## config.mk

```make
export PLATFORM = sky130hd
export DESIGN_NAME = stage_m_wb
export DESIGN_NICKNAME = d
export VERILOG_FILES = /design/src/rtl/polaris_mem_pkg.sv /design/src/rtl/m_lane_steer.sv /design/src/rtl/stage_m_wb.sv
export SDC_FILE = /design/constraint.sdc
export NUM_CORES = 1
export LEC_CHECK = 0
export CAP_MARGIN = 10
export CORE_AREA = 2 2 161 163
export DETAILED_ROUTE_END_ITERATION = 16
export DIE_AREA = 0 0 163 165
export GPL_ROUTABILITY_DRIVEN = 0
export GPL_TIMING_DRIVEN = 0
export MAX_ROUTING_LAYER = met4
export PLACE_DENSITY_LB_ADDON = 0.05
export SLEW_MARGIN = 10
export SYNTH_ARGS = -nofsm -noshare
export SYNTH_HDL_FRONTEND = slang
export SYNTH_SLANG_ARGS = --single-unit
```

## constraint.sdc

```tcl
create_clock -name clk_i -period 17.9 [get_ports clk_i]
set_clock_uncertainty 0.1 [all_clocks]
set_input_delay 5.37 -clock clk_i [delete_from_list [all_inputs] [get_ports clk_i]]
set_output_delay 5.37 -clock clk_i [all_outputs]
set_load 0.05 [all_outputs]
```

## src/rtl/polaris_mem_pkg.sv

```systemverilog
// rtl/polaris_mem_pkg.sv - shared size encodings, stage state and legal-size helper for the memory stage
package polaris_mem_pkg;

  localparam logic [3:0] SZ_NONE = 4'd0;
  localparam logic [3:0] SZ_B    = 4'd1;
  localparam logic [3:0] SZ_H    = 4'd2;
  localparam logic [3:0] SZ_W    = 4'd4;
  localparam logic [3:0] SZ_D    = 4'd8;

  typedef enum logic {
    IDLE = 1'b0,
    BUSY = 1'b1
  } state_t;

  // Doubleword accesses only exist on a 64-bit bus; multi-hot codes are never legal.
  function automatic logic is_legal_size(input logic [3:0] cyc, input int xlen);
    return (cyc == SZ_B) || (cyc == SZ_H) || (cyc == SZ_W) || ((cyc == SZ_D) && (xlen == 64));
  endfunction

endpackage

```

## src/rtl/m_lane_steer.sv

```systemverilog
// rtl/m_lane_steer.sv - byte-lane steering: store data/select placement and load extraction with extension
module m_lane_steer
  import polaris_mem_pkg::*;
#(
  parameter int XLEN = 64
) (
  input  logic [$clog2(XLEN/8)-1:0] st_lane,
  input  logic [3:0]                st_size,
  input  logic [XLEN-1:0]           wrdata,
  output logic [XLEN/8-1:0]         sel,
  output logic [XLEN-1:0]           dat_o,
  input  logic [XLEN-1:0]           dat_i,
  input  logic [$clog2(XLEN/8)-1:0] ld_lane,
  input  logic [3:0]                ld_size,
  input  logic                      is_unsigned,
  output logic [XLEN-1:0]           result
);

  logic [XLEN/8:0]          run;
  logic [XLEN-1:0]          ext;
  logic [6:0]               nbits;
  logic [$clog2(XLEN)-1:0]  top;
  logic                     fill;

  always_comb begin
    run   = ((XLEN/8+1)'(1) << st_size) - (XLEN/8+1)'(1);
    sel   = run[XLEN/8-1:0] << st_lane;
    dat_o = wrdata << {st_lane, 3'b000};

    // A full-width access has nbits == XLEN, so every bit comes from ext and nothing is extended.
    ext   = dat_i >> {ld_lane, 3'b000};
    nbits = {ld_size, 3'b000};
    top   = $clog2(XLEN)'(nbits - 7'd1);
    fill  = ~is_unsigned & ext[top] & (ld_size != SZ_NONE);
    for (int i = 0; i < XLEN; i++) begin
      result[i] = (7'(i) < nbits) ? ext[i] : fill;
    end
  end

endmodule

```

## src/rtl/stage_m_wb.sv

```systemverilog
// rtl/stage_m_wb.sv - memory stage: X request to registered Wishbone cycle, W result; STAGE_M_WB_MISALIGN_TRAP_EN enables the misalignment trap
module stage_m_wb
  import polaris_mem_pkg::*;
#(
  parameter int XLEN = 64,
  parameter int AW   = 64
) (
  input  logic              clk_i,
  input  logic              reset_i,
  input  logic [3:0]        m_cyc_i,
  input  logic [AW-1:0]     m_alu_i,
  input  logic [XLEN-1:0]   m_wrdata_i,
  input  logic              m_store_i,
  input  logic              m_unsigned_i,
  input  logic [4:0]        m_destination_i,
  output logic              m_stall_o,
  output logic [XLEN-1:0]   m_result_o,
  output logic [4:0]        m_destination_o,
  output logic              wb_cyc_o,
  output logic              wb_stb_o,
  output logic              wb_we_o,
  output logic [AW-1:0]     wb_adr_o,
  output logic [XLEN/8-1:0] wb_sel_o,
  output logic [XLEN-1:0]   wb_dat_o,
  input  logic [XLEN-1:0]   wb_dat_i,
  input  logic              wb_ack_i,
  output logic              m_misalign_o
);

  localparam int LANES = XLEN / 8;
  localparam int LW    = $clog2(LANES);

  state_t            state;
  logic [3:0]        size_x, size_q;
  logic [LW-1:0]     lane_x, lane_q;
  logic              unsigned_q;
  logic [AW-1:0]     alu_q;
  logic [LANES-1:0]  sel_x;
  logic [XLEN-1:0]   dat_x, ld_result;
`ifdef STAGE_M_WB_MISALIGN_TRAP_EN
  logic              mis_x;
`endif

  // size_x is the effective access size: SZ_NONE whenever no bus cycle will be issued.
  always_comb begin
    size_x = is_legal_size(m_cyc_i, XLEN) ? m_cyc_i : SZ_NONE;
    lane_x = m_alu_i[LW-1:0];
`ifdef STAGE_M_WB_MISALIGN_TRAP_EN
    mis_x  = (size_x != SZ_NONE) && ((lane_x & LW'(size_x - 4'd1)) != '0);
    if (mis_x) size_x = SZ_NONE;
`else
    lane_x = m_alu_i[LW-1:0] & ~LW'(size_x - 4'd1);
`endif
  end

  m_lane_steer #(.XLEN(XLEN)) u_steer (
    .st_lane     (lane_x),
    .st_size     (size_x),
    .wrdata      (m_wrdata_i),
    .sel         (sel_x),
    .dat_o       (dat_x),
    .dat_i       (wb_dat_i),
    .ld_lane     (lane_q),
    .ld_size     (size_q),
    .is_unsigned (unsigned_q),
    .result      (ld_result)
  );

  assign m_stall_o = (state == BUSY) & ~wb_ack_i;

  always_ff @(posedge clk_i or posedge reset_i) begin
    if (reset_i) begin
      state           <= IDLE;
      wb_cyc_o        <= 1'b0;
      wb_stb_o        <= 1'b0;
      wb_we_o         <= 1'b0;
      wb_sel_o        <= '0;
      wb_dat_o        <= '0;
      wb_adr_o        <= '0;
      m_destination_o <= '0;
      size_q          <= SZ_NONE;
      lane_q          <= '0;
      alu_q           <= '0;
      unsigned_q      <= 1'b0;
`ifdef STAGE_M_WB_MISALIGN_TRAP_EN
      m_misalign_o    <= 1'b0;
`endif
    end else if (!m_stall_o) begin
      state           <= (size_x != SZ_NONE) ? BUSY : IDLE;
      wb_cyc_o        <= (size_x != SZ_NONE);
      wb_stb_o        <= (size_x != SZ_NONE);
      wb_we_o         <= (size_x != SZ_NONE) && m_store_i;
      wb_sel_o        <= sel_x;
      wb_dat_o        <= dat_x;
      wb_adr_o        <= {m_alu_i[AW-1:LW], {LW{1'b0}}};
      m_destination_o <= m_destination_i;
      size_q          <= size_x;
      lane_q          <= lane_x;
      alu_q           <= m_alu_i;
      unsigned_q      <= m_unsigned_i;
`ifdef STAGE_M_WB_MISALIGN_TRAP_EN
      m_misalign_o    <= mis_x;
`endif
    end
  end

`ifndef STAGE_M_WB_MISALIGN_TRAP_EN
  assign m_misalign_o = 1'b0;
`endif

  always_comb begin
    m_result_o = (size_q == SZ_NONE) ? XLEN'(alu_q) : ld_result;
`ifdef STAGE_M_WB_MISALIGN_TRAP_EN
    if (m_misalign_o) m_result_o = '0;
`endif
  end

endmodule

```

======== Yosys cells after proc, flatten, opt, wreduce, memory -nomap -nowiden ========
Index checks and enable logic that the tools add are counted.
word-level totals
  bits in registers ....................... 213
  bits of input ports ..................... 206
  output and inout port bits .............. 210
  logic and storage cells ................. 170
cells by class
  add/sub/neg operators ................... 3
  $lt $le $gt $ge ......................... 65
  eq/ne operators ......................... 4
  shift-type cells ........................ 4
  muxes and demuxes ....................... 69
  bitwise gates (word level) .............. 7
  reduce and logical (&&, ||, !) cells .... 7
operator list
  cell                                                 count
  < comparator 6 x 7 -> 1 bit, first input constant    32
  < comparator 5 x 7 -> 1 bit, first input constant    16
  two-way mux 1 bit                                    66
  two-way mux 64 bit                                   1
  << shifter 64 x 6 -> 64 bit                          1
  >> shifter 64 x 6 -> 64 bit                          1
  < comparator 4 x 7 -> 1 bit, first input constant    8
  < comparator 3 x 7 -> 1 bit, first input constant    4
  < comparator 1 x 7 -> 1 bit, first input constant    2
  < comparator 2 x 7 -> 1 bit, first input constant    2
  nonzero test 4 bit                                   2
  << shifter 1 x 4 -> 8 bit, first input constant      1
  << shifter 8 x 3 -> 8 bit                            1
  subtractor 8 x 2 -> 8 bit, second input constant     1
  < comparator 6 x 7 -> 1 bit, second input constant   1
  binary-select mux 1 bit (select 6 bit)               1
  subtractor 6 x 1 -> 6 bit, second input constant     1
  equality test 4 x 1 -> 1 bit, second input constant  1
  equality test 4 x 2 -> 1 bit, second input constant  1
  equality test 4 x 3 -> 1 bit, second input constant  1
  equality test 4 bit, second input constant           1
  logical NOT 4 bit                                    1
  two-way mux 4 bit                                    1
  bitwise AND 1 bit                                    3
  other kinds (6)                                      9

======== Longest topological paths before layout ========
Gate-level depths: netlist (run 1).
  word-level depth ........................ 9
  depth in mapped cells ................... 13
  gate-level depth less buffers ........... 11

======== Cells and area by module ========
A second synthesis (run 1) with hierarchy kept.
unflattened totals
  cell total of the unflattened synthesis .. 1431
  area, all modules ....................... 11567.3 µm²
by module, submodules not included
  module        instances  cells each  area each (µm²)  seq. area each (µm²)
  stage_m_wb    1          783         7023.0           3778.6
  m_lane_steer  1          648         4544.4           0.0

======== Least setup slack after synthesis (run 1) ========
No wires, ideal clock.
  path kind ............................... input port to output port
  start point ............................. input port wb_dat_i[63]
  end point ............................... output port m_result_o[39]
  data arrival time ....................... 7.315 ns
  data required time ...................... 12.430 ns
  path slack .............................. 5.115 ns
  stages .................................. 6
  path buffers ............................ 0
  cells stage by stage .................... nor4bb_1 > a221oi_1 > a21o_1 > o2111a_1 > a211o_2 > a21oi_1
on the way
  cells in the longest elaborated chain, start to end .. 7
RTL lines
  item                                     line                RTL
  start: declaration                       stage_m_wb.sv:25    input logic [XLEN-1:0] wb_dat_i,
  >> shifter 64 x 6 -> 64 bit *            m_lane_steer.sv:31  ext = dat_i >> {ld_lane, 3'b000};
  binary-select mux 1 bit (select 6 bit)   m_lane_steer.sv:34  fill = ~is_unsigned & ext[top] & (ld_size != SZ_NONE);
  two-way mux 1 bit (implied by the code)  m_lane_steer.sv:34
  bitwise AND 1 bit (2 in series)          m_lane_steer.sv:34
  two-way mux 1 bit *                      m_lane_steer.sv:36  result[i] = (7'(i) < nbits) ? ext[i] : fill;
  two-way mux 64 bit *                     stage_m_wb.sv:112   m_result_o = (size_q == SZ_NONE) ? XLEN'(alu_q) : ld_result;
  end: declaration                         stage_m_wb.sv:17    output logic [XLEN-1:0] m_result_o,
Mark *: on every way between the ends. The rest lies on a longest branch, timed or not. The select of a mux whose other input is x is not followed.

======== Worst setup path after layout (run 1) ========
  start point ............................. input port wb_dat_i[63]
  end point ............................... output port m_result_o[38]
on the way
  cells in the longest elaborated chain, start to end .. 7
RTL lines
  item                                     line
  >> shifter 64 x 6 -> 64 bit              m_lane_steer.sv:31
  binary-select mux 1 bit (select 6 bit)   m_lane_steer.sv:34
  two-way mux 1 bit (implied by the code)  m_lane_steer.sv:34
  bitwise AND 1 bit (2 in series)          m_lane_steer.sv:34
  two-way mux 1 bit                        m_lane_steer.sv:36
  two-way mux 64 bit                       stage_m_wb.sv:112
No other way between the ends. The select of a mux whose other input is x is not followed.

==> insert_results.sql, run 1 <==
INSERT INTO impl_metrics (metric_group, metric, value, unit) VALUES
('run_status', 'outcome', 'finished, final reports clean', ''),
('setup_path', 'end_kind', 'primary output', ''),
('sta', 'fin_crit', '14.35', 'ns'),
('synth', 'post_synth_cell_types', '84', ''),
('synth', 'syn_avg_cell_area', '8.12', 'sq um'),
('worst_hold_path', 'worst_hold_path.num_cells', '2', ''),
('grt', 'met3_usage', '6.20', '%'),
('route', 'drtAntennaViolNets', '0', ''),
('grt', 'groute.layer.met2.usage', '62.1', '%'),
('final_layout', 'final_cell_area', '15900', 'sq um'),
('sta', 'worst_slew_margin_rel', '27.4', '%'),
('run', 'cap_violations', '0', ''),
('route', 'drc', '0', ''),
('final_layout', 'most-common-layout-cells', 'sky130_fd_sc_hd__clkdlybuf4s50_1 (410), sky130_fd_sc_hd__nand2_1 (378), sky130_fd_sc_hd__dfrtp_1 (151)', ''),
('sta', 'final-setup-viol-count', '0', ''),
('setup_path', 'path_max_fanout', '8', ''),
('grt', 'antenna_found_initial', '4', ''),
('sta', 'finalHoldViolations', '0', ''),
('placement', 'placedCellCount', '2067', ''),
('grt', 'grt_use_met1', '41.5', '%'),
('setup_path', 'timing.critical_path.slowest_cell_delay', '0.87', 'ns'),
('power', 'power_density_relative_to_cell_area', '96.0', 'nW/um^2'),
('final_layout', 'final-instance-count-excl-fill', '2103', ''),
('clock_network', 'clk_latency', '0.43', 'ns'),
('sta', 'setup_tns_after_final_layout', '0', 'ns'),
('setup_path', 'cp.buffers_inverters', '2', ''),
('final_layout', 'area.growth.synth_to_final', '48.1', '%'),
('placement', 'detailedPlacementHpwl', '37800', 'um'),
('final_layout', 'nNetsFinal', '1971', ''),
('sta', 'period_share', '80.2', '%'),
('clock_network', 'cts.sink_count', '151', ''),
('sta', 'worst_hold_slack', '0.372', 'ns'),
('synth', 'ys_ff_latch', '151', ''),
('synth', 'asyncSetResetFlopFracSynth', '100', '%'),
('route', 'firstDrtPassIters', '6', ''),
('sta', 'number_of_slew_limit_violations_in_the_final_report', '0', ''),
('synth', 'synthesis.area', '10700', 'sq um'),
('synth', 'post_synth_edffs', '0', ''),
('setup_path', 'register_to_register_setup_slack', '15.39', 'ns'),
('final_layout', 'final_common_cell', 'sky130_fd_sc_hd__clkdlybuf4s50_1', ''),
('sta', 'clock.fmax', '0.0697', 'GHz'),
('floorplan', 'floorplan.initialDensity', '42.9', '%'),
('setup_path', 'critical-path-top-delay-family', 'compound AO/OA/AOI/OAI gates', ''),
('setup_path', 'crit_path_frequent_cell', 'sky130_fd_sc_hd__clkdlybuf4s50_1', ''),
('floorplan', 'io_pins', '416', ''),
('worst_hold_path', 'min_from', 'm_destination_o[2]', ''),
('floorplan', 'core_area', '25000', 'sq um'),
('grt', 'overflow', '0', ''),
('route', 'violation_count_after_the_first_detailed_route_iteration', '1501', ''),
('grt', 'global_route.usage.total', '36.4', '%'),
('clock_network', 'clk_pin_slew_worst_paths', '0.07', 'ns'),
('clock_network', 'clock_path_buffers', '2', ''),
('placement', 'buffer_ports.inserted', '410', ''),
('route', 'drt-vias-per-instance', '5.79', ''),
('setup_path', 'crit_arrival', '8.88', 'ns'),
('setup_path', 'worst_r2r_path_depth', '5', ''),
('clock_network', 'tritoncts_clock_tree', 'built', ''),
('setup_path', 'timing.critical_path.from_type', 'primary input', ''),
('floorplan', 'die_area', '26900', 'sq um'),
('setup_path', 'r2r_end', 'wb_dat_o[53]', ''),
('floorplan', 'placement_rows', '58', ''),
('clock_network', 'number_of_buffers_added_by_the_clock_tree_synthesis_step', '17', ''),
('power', 'total_leakage_power', '0.00699', 'uW'),
('grt', 'top_usage_layer', 'met2', ''),
('floorplan', 'die_h', '165', 'um'),
('setup_path', 'cp_data_required_time', '12.43', 'ns'),
('synth', 'netlist_instances', '1323', ''),
('clock_network', 'post_cts.repair.setup_buffers', '0', ''),
('sta', 'worst-slew-pin-transition', '1.08', 'ns'),
('route', 'wirelength', '48500', 'um'),
('final_layout', 'drive_above_1_share', '9.72', '%');
layout make-up:
cell class                 instances  area, sq um
buffer                           164          935
tap                              330          413
sequential                       151         3780
timing repair buffer             411         4130
inverter                          12         53.8
fill                            2235         9120
multi-input combinational        999         6000
antenna                            4         10.0
clock buffer                      17          425
clock inverter                    15          171
tightest hold or removal path, stage by stage, from the launching register on:
cell                      delay, ns
sky130_fd_sc_hd__dfrtp_1       0.34
sky130_fd_sc_hd__nand2_1       0.05
sky130_fd_sc_hd__nand2_1       0.05
layer usage:
layer  vias up  part of all wire, %
met5         -                    0
met4         0                  5.3
met3       176                  9.2
met2       858                   50
met1      5725                   36
li1       5420                    -
flip-flops by register name (all words and copies together) (netlist names):
signal,count
alu_q,64
lane_q,3
m_destination_o,5
size_q,4
unsigned_q,1
wb_dat_o,64
wb_sel_o,8
wb_stb_o,1
wb_we_o,1
worst max-delay path by stage:
stage            startpoint        endpoint  slack [ns]
3_3_place_gp   wb_dat_i[63]  m_result_o[38]        3.61
3_5_place_dp   wb_dat_i[63]  m_result_o[38]        3.61
4_1_cts        wb_dat_i[63]  m_result_o[38]        3.61
6_report       wb_dat_i[63]  m_result_o[38]        3.55
5_1_grt        wb_dat_i[63]  m_result_o[38]        3.50
2_1_floorplan  wb_dat_i[63]  m_result_o[39]        5.12
metrics by stage:
stage	worst slack (ns)	total power, uW	util, %
2_1_floorplan	5.12	873	-
3_3_place_gp	3.61	1150	61.0
3_5_place_dp	3.61	1150	61.1
4_1_cts	3.61	1530	63.5
5_1_grt	3.50	1580	63.6
6_report	3.55	1530	63.6
power by group:
part	total [uW]	internal, uW	switching, uW	leakage, uW
clock network	372	190	182	0.000295
logic	738	261	478	0.00488
registers	418	385	33.4	0.00182
total	1530	835	693	0.00699
cell families (layout without fill, tap and decap cells):
family / count (synthesis) / count (layout) / synth area share, %
AND/OR/NAND/NOR: 582 / 582 / 23.1
XOR/XNOR: 6 / 6 / 0.489
buffers and inverters: 176 / 619 / 9.13
flip-flops: 151 / 151 / 35.2
adder cells (fa/ha/maj): 9 / 9 / 1.05
multiplexers: 118 / 118 / 13.0
other: 1 / 8 / 0.0349
AO/OA/AOI/OAI: 280 / 280 / 18.1
synth_stat cells (8+ instances only):
library cell / count / area (sq um)
sky130_fd_sc_hd__nand2_1: 378 / 1420
sky130_fd_sc_hd__dfrtp_1: 151 / 3780
sky130_fd_sc_hd__nor2_1: 99 / 372
sky130_fd_sc_hd__mux2i_1: 95 / 951
sky130_fd_sc_hd__a21oi_1: 73 / 365
sky130_fd_sc_hd__buf_4: 72 / 541
sky130_fd_sc_hd__clkbuf_1: 62 / 233
sky130_fd_sc_hd__o21ai_0: 37 / 185
sky130_fd_sc_hd__a31oi_1: 32 / 200
sky130_fd_sc_hd__a22o_1: 26 / 228
sky130_fd_sc_hd__nand3_1: 22 / 110
sky130_fd_sc_hd__a211oi_1: 16 / 120
sky130_fd_sc_hd__and3_1: 16 / 100
sky130_fd_sc_hd__mux4_2: 16 / 360
sky130_fd_sc_hd__buf_2: 15 / 75.1
sky130_fd_sc_hd__nand2b_1: 13 / 81.3
sky130_fd_sc_hd__nor3_1: 12 / 60.1
sky130_fd_sc_hd__buf_1: 11 / 41.3
sky130_fd_sc_hd__a211o_1: 10 / 87.6
sky130_fd_sc_hd__a221o_1: 10 / 100
sky130_fd_sc_hd__nor2b_1: 10 / 62.6
sky130_fd_sc_hd__ha_1: 9 / 113
sky130_fd_sc_hd__inv_1: 9 / 33.8
sky130_fd_sc_hd__o22ai_1: 9 / 56.3
sky130_fd_sc_hd__a2111oi_0: 8 / 70.1
sky130_fd_sc_hd__o22a_1: 8 / 70.1
sky130_fd_sc_hd__o2bb2ai_1: 8 / 70.1
(Power assumes the default switching activity.)
==> run 2: changes to the inputs <==
--- a/config.mk
+++ b/config.mk
@@ -6,9 +6,9 @@
 export NUM_CORES = 1
 export LEC_CHECK = 0
 export CAP_MARGIN = 10
-export CORE_AREA = 2 2 161 163
+export CORE_MARGIN = 2
+export CORE_UTILIZATION = 41
 export DETAILED_ROUTE_END_ITERATION = 16
-export DIE_AREA = 0 0 163 165
 export GPL_ROUTABILITY_DRIVEN = 0
 export GPL_TIMING_DRIVEN = 0
 export MAX_ROUTING_LAYER = met4
==> constraint.sdc (replaced) <==
create_clock -name clk_i -period 12.6 [get_ports clk_i]
set_clock_uncertainty 0.1 [all_clocks]
set_input_delay 3.78 -clock clk_i [delete_from_list [all_inputs] [get_ports clk_i]]
set_output_delay 3.78 -clock clk_i [all_outputs]
set_load 0.05 [all_outputs]
==> run 2 against run 1 <==
Count of clock-buffer cells in the layout is the same. Critical path depth unchanged. Register-to-register slack got worse by 5.2 ns. Wire length is 1.7% lower. Core utilization down 2.1 points. Highest routed layer unchanged. Sequential power rose by 42%. Hold slack about the same. Global-route usage down 2.1 points. Non-clock buffer count is the same. Via count is 0.35% lower. Setup slack got worse by 1.9 ns. Design area hardly changed.
==> insert_results.sql, run 2 (synthesized netlist as in run 1, its figures left out) <==
INSERT INTO impl_metrics (metric_group, metric, value, unit) VALUES
('sta', 'worst_slew_margin_rel', '40.7', '%'),
('power', 'power_density_relative_to_cell_area', '137', 'nW/um^2'),
('final_layout', 'final_common_cell', 'sky130_fd_sc_hd__clkdlybuf4s50_1', ''),
('sta', 'final-setup-viol-count', '0', ''),
('clock_network', 'cts_root_buf', 'sky130_fd_sc_hd__clkbuf_16', ''),
('route', 'met2RoutedLength', '23500', 'um'),
('route', 'wl_met3', '3800', 'um'),
('setup_path', 'cp_data_required_time', '8.72', 'ns'),
('worst_hold_path', 'min_path_type', 'register to register', ''),
('route', 'wirelength', '47600', 'um'),
('run', 'cap_violations', '0', ''),
('floorplan', 'io_pins', '416', ''),
('floorplan', 'die_area', '27500', 'sq um'),
('clock_network', 'post_cts.repair.setup_buffers', '0', ''),
('setup_path', 'end_kind', 'primary output', ''),
('floorplan', 'placement_rows', '59', ''),
('route', 'drtAntennaViolNets', '0', ''),
('setup_path', 'worst_r2r_path_depth', '7', ''),
('placement', 'buffer_ports.inserted', '410', ''),
('route', 'route.top_layer_used', 'met4', ''),
('final_layout', 'most-common-layout-cells', 'sky130_fd_sc_hd__clkdlybuf4s50_1 (410), sky130_fd_sc_hd__nand2_1 (378), sky130_fd_sc_hd__dfrtp_1 (151)', ''),
('clock_network', 'cts.sink_count', '151', ''),
('power', 'vdd.ir_drop.worst', '0.0000763', 'V'),
('setup_path', 'crit_arrival', '7.09', 'ns'),
('route', 'drt-vias-per-instance', '5.76', ''),
('clock_network', 'tritoncts_clock_tree', 'built', ''),
('clock_network', 'ctsResizeCount', '0', ''),
('grt', 'antenna_found_initial', '3', ''),
('sta', 'fin_crit', '10.97', 'ns'),
('final_layout', 'area.growth.synth_to_final', '48.2', '%'),
('grt', 'first_global_vias', '11800', ''),
('sta', 'worst-slew-pin-transition', '0.882', 'ns'),
('final_layout', 'layout.core_utilization', '61.5', '%'),
('sta', 'rsz0062_at_grt', 'no', ''),
('clock_network', 'clk_latency', '0.42', 'ns'),
('route', 'routed-via-count', '12100', ''),
('route', 'violation_count_after_the_first_detailed_route_iteration', '1242', ''),
('setup_path', 'critPathSlowestCell', 'sky130_fd_sc_hd__clkdlybuf4s50_1', ''),
('grt', 'grt_max_degree', '83', ''),
('setup_path', 'cp.buffers_inverters', '2', ''),
('sta', 'fin_ws', '1.63', 'ns'),
('route', 'drc', '0', ''),
('setup_path', 'critical-path-top-delay-family', 'buffers and inverters', ''),
('clock_network', 'clk_pin_slew_worst_paths', '0.07', 'ns'),
('floorplan', 'floorplan.initialDensity', '41.5', '%'),
('power', 'total_leakage_power', '0.00699', 'uW'),
('placement', 'detailedPlacementHpwl', '37300', 'um'),
('floorplan', 'die_h', '166', 'um'),
('setup_path', 'cp.depth', '8', ''),
('grt', 'grt_pass1_wl', '70700', 'um'),
('setup_path', 'timing.critical_path.from_type', 'primary input', ''),
('placement', 'placement_setup_slack', '1.65', 'ns'),
('sta', 'period_share', '87.1', '%'),
('clock_network', 'quantity_of_hold_fixing_buffers_added_after_cts', '0', ''),
('sta', 'setup_tns_after_final_layout', '0', 'ns'),
('final_layout', 'nNetsFinal', '1971', ''),
('setup_path', 'timing.critical_path.cells', 'clkdlybuf4s50_1 > mux2_2 > mux4_2 > o2111ai_2 > o21ai_2 > a21oi_1 > a21oi_1 > clkdlybuf4s50_1', ''),
('route', 'firstDrtPassIters', '5', ''),
('setup_path', 'path_max_fanout', '8', ''),
('run_status', 'outcome', 'finished, final reports clean', ''),
('floorplan', 'core_area', '25900', 'sq um'),
('final_layout', 'leading_registers_by_flop_count', 'alu_q (64), wb_dat_o (64), wb_sel_o (8)', ''),
('sta', 'number_of_slew_limit_violations_in_the_final_report', '0', ''),
('clock_network', 'number_of_buffers_added_by_the_clock_tree_synthesis_step', '17', ''),
('route', 'drt-met1-wl', '17700', 'um'),
('clock_network', 'cts-htree-levels', '4', ''),
('worst_hold_path', 'worst_hold_path.num_cells', '2', ''),
('sta', 'finalHoldViolations', '0', ''),
('grt', 'global_route.usage.total', '34.4', '%'),
('final_layout', 'drive_above_1_share', '9.72', '%'),
('route', 'routed_wire_length_per_instance', '22.6', 'um'),
('grt', 'overflow', '0', ''),
('sta', 'clock.fmax', '0.0911', 'GHz'),
('power', 'power', '2180', 'uW'),
('setup_path', 'timing.critical_path.slowest_cell_delay', '0.75', 'ns'),
('clock_network', 'clock_path_buffers', '2', ''),
('setup_path', 'critical_path_class', 'primary input to primary output', ''),
('floorplan', 'chipWidth', '166', 'um');
[run 2: changes by cell type in the layout (fill, tap and decap cells not counted), sizes merged]
cell | previous run | this run
clkinvlp | 0 | 1
bufinv | 0 | 2
inv | 21 | 18
[run 2: final timing paths]
kind,startpoint,end,slack (ns)
worst max-delay path,wb_dat_i[63],m_result_o[21],1.63
worst min-delay path,alu_q[2],alu_q[2],0.37
worst max register to register,wb_stb_o,alu_q[0],10.16
worst min register to register,alu_q[2],alu_q[2],0.37
max in group asynchronous,reset_i,alu_q[5],7.89
min in group asynchronous,reset_i,wb_dat_o[7],3.70
[run 2: power breakdown]
group / switching (uW) / total [uW] / internal (uW) / leakage, uW
registers: 47.0 / 593 / 546 / 0.00182
logic: 673 / 1040 / 370 / 0.00488
clock network: 243 / 544 / 301 / 0.000297
total: 963 / 2180 / 1220 / 0.00699
[run 2: cell type report]
type / instances / area [sq um]
Antenna cell: 4 / 10.0
Buffer: 164 / 935
Clock buffer: 17 / 425
Clock inverter: 15 / 179
Fill cell: 2370 / 9980
Inverter: 12 / 53.8
Multi-Input combinational cell: 999 / 6000
Sequential cell: 151 / 3780
Tap cell: 335 / 419
Timing Repair Buffer: 411 / 4130
[run 2: through the flow]
stage | hold WS [ns] | cells | area (sq um)
3_3_place_gp | 0.350 | 2071 | 15300
4_1_cts | 0.375 | 2104 | 15900
5_1_grt | 0.398 | 2107 | 15900
3_5_place_dp | 0.358 | 2072 | 15300
6_report | 0.372 | 2108 | 15900
2_1_floorplan | 0.339 | 1326 | 10800
[run 2: layer usage]
layer / vias to the layer above / track usage [%]
met5: - / -
met4: 0 / 17.1
met3: 157 / 5.77
met2: 717 / 58.5
met1: 5834 / 39.3
li1: 5428 / -
[run 2: worst reg2reg max path: cells and delay by family (launching register included)]
kind / cells / cell delay (ns)
buf+inv: 4 / 1.60
simple gates: 3 / 0.30
flops: 1 / 0.38
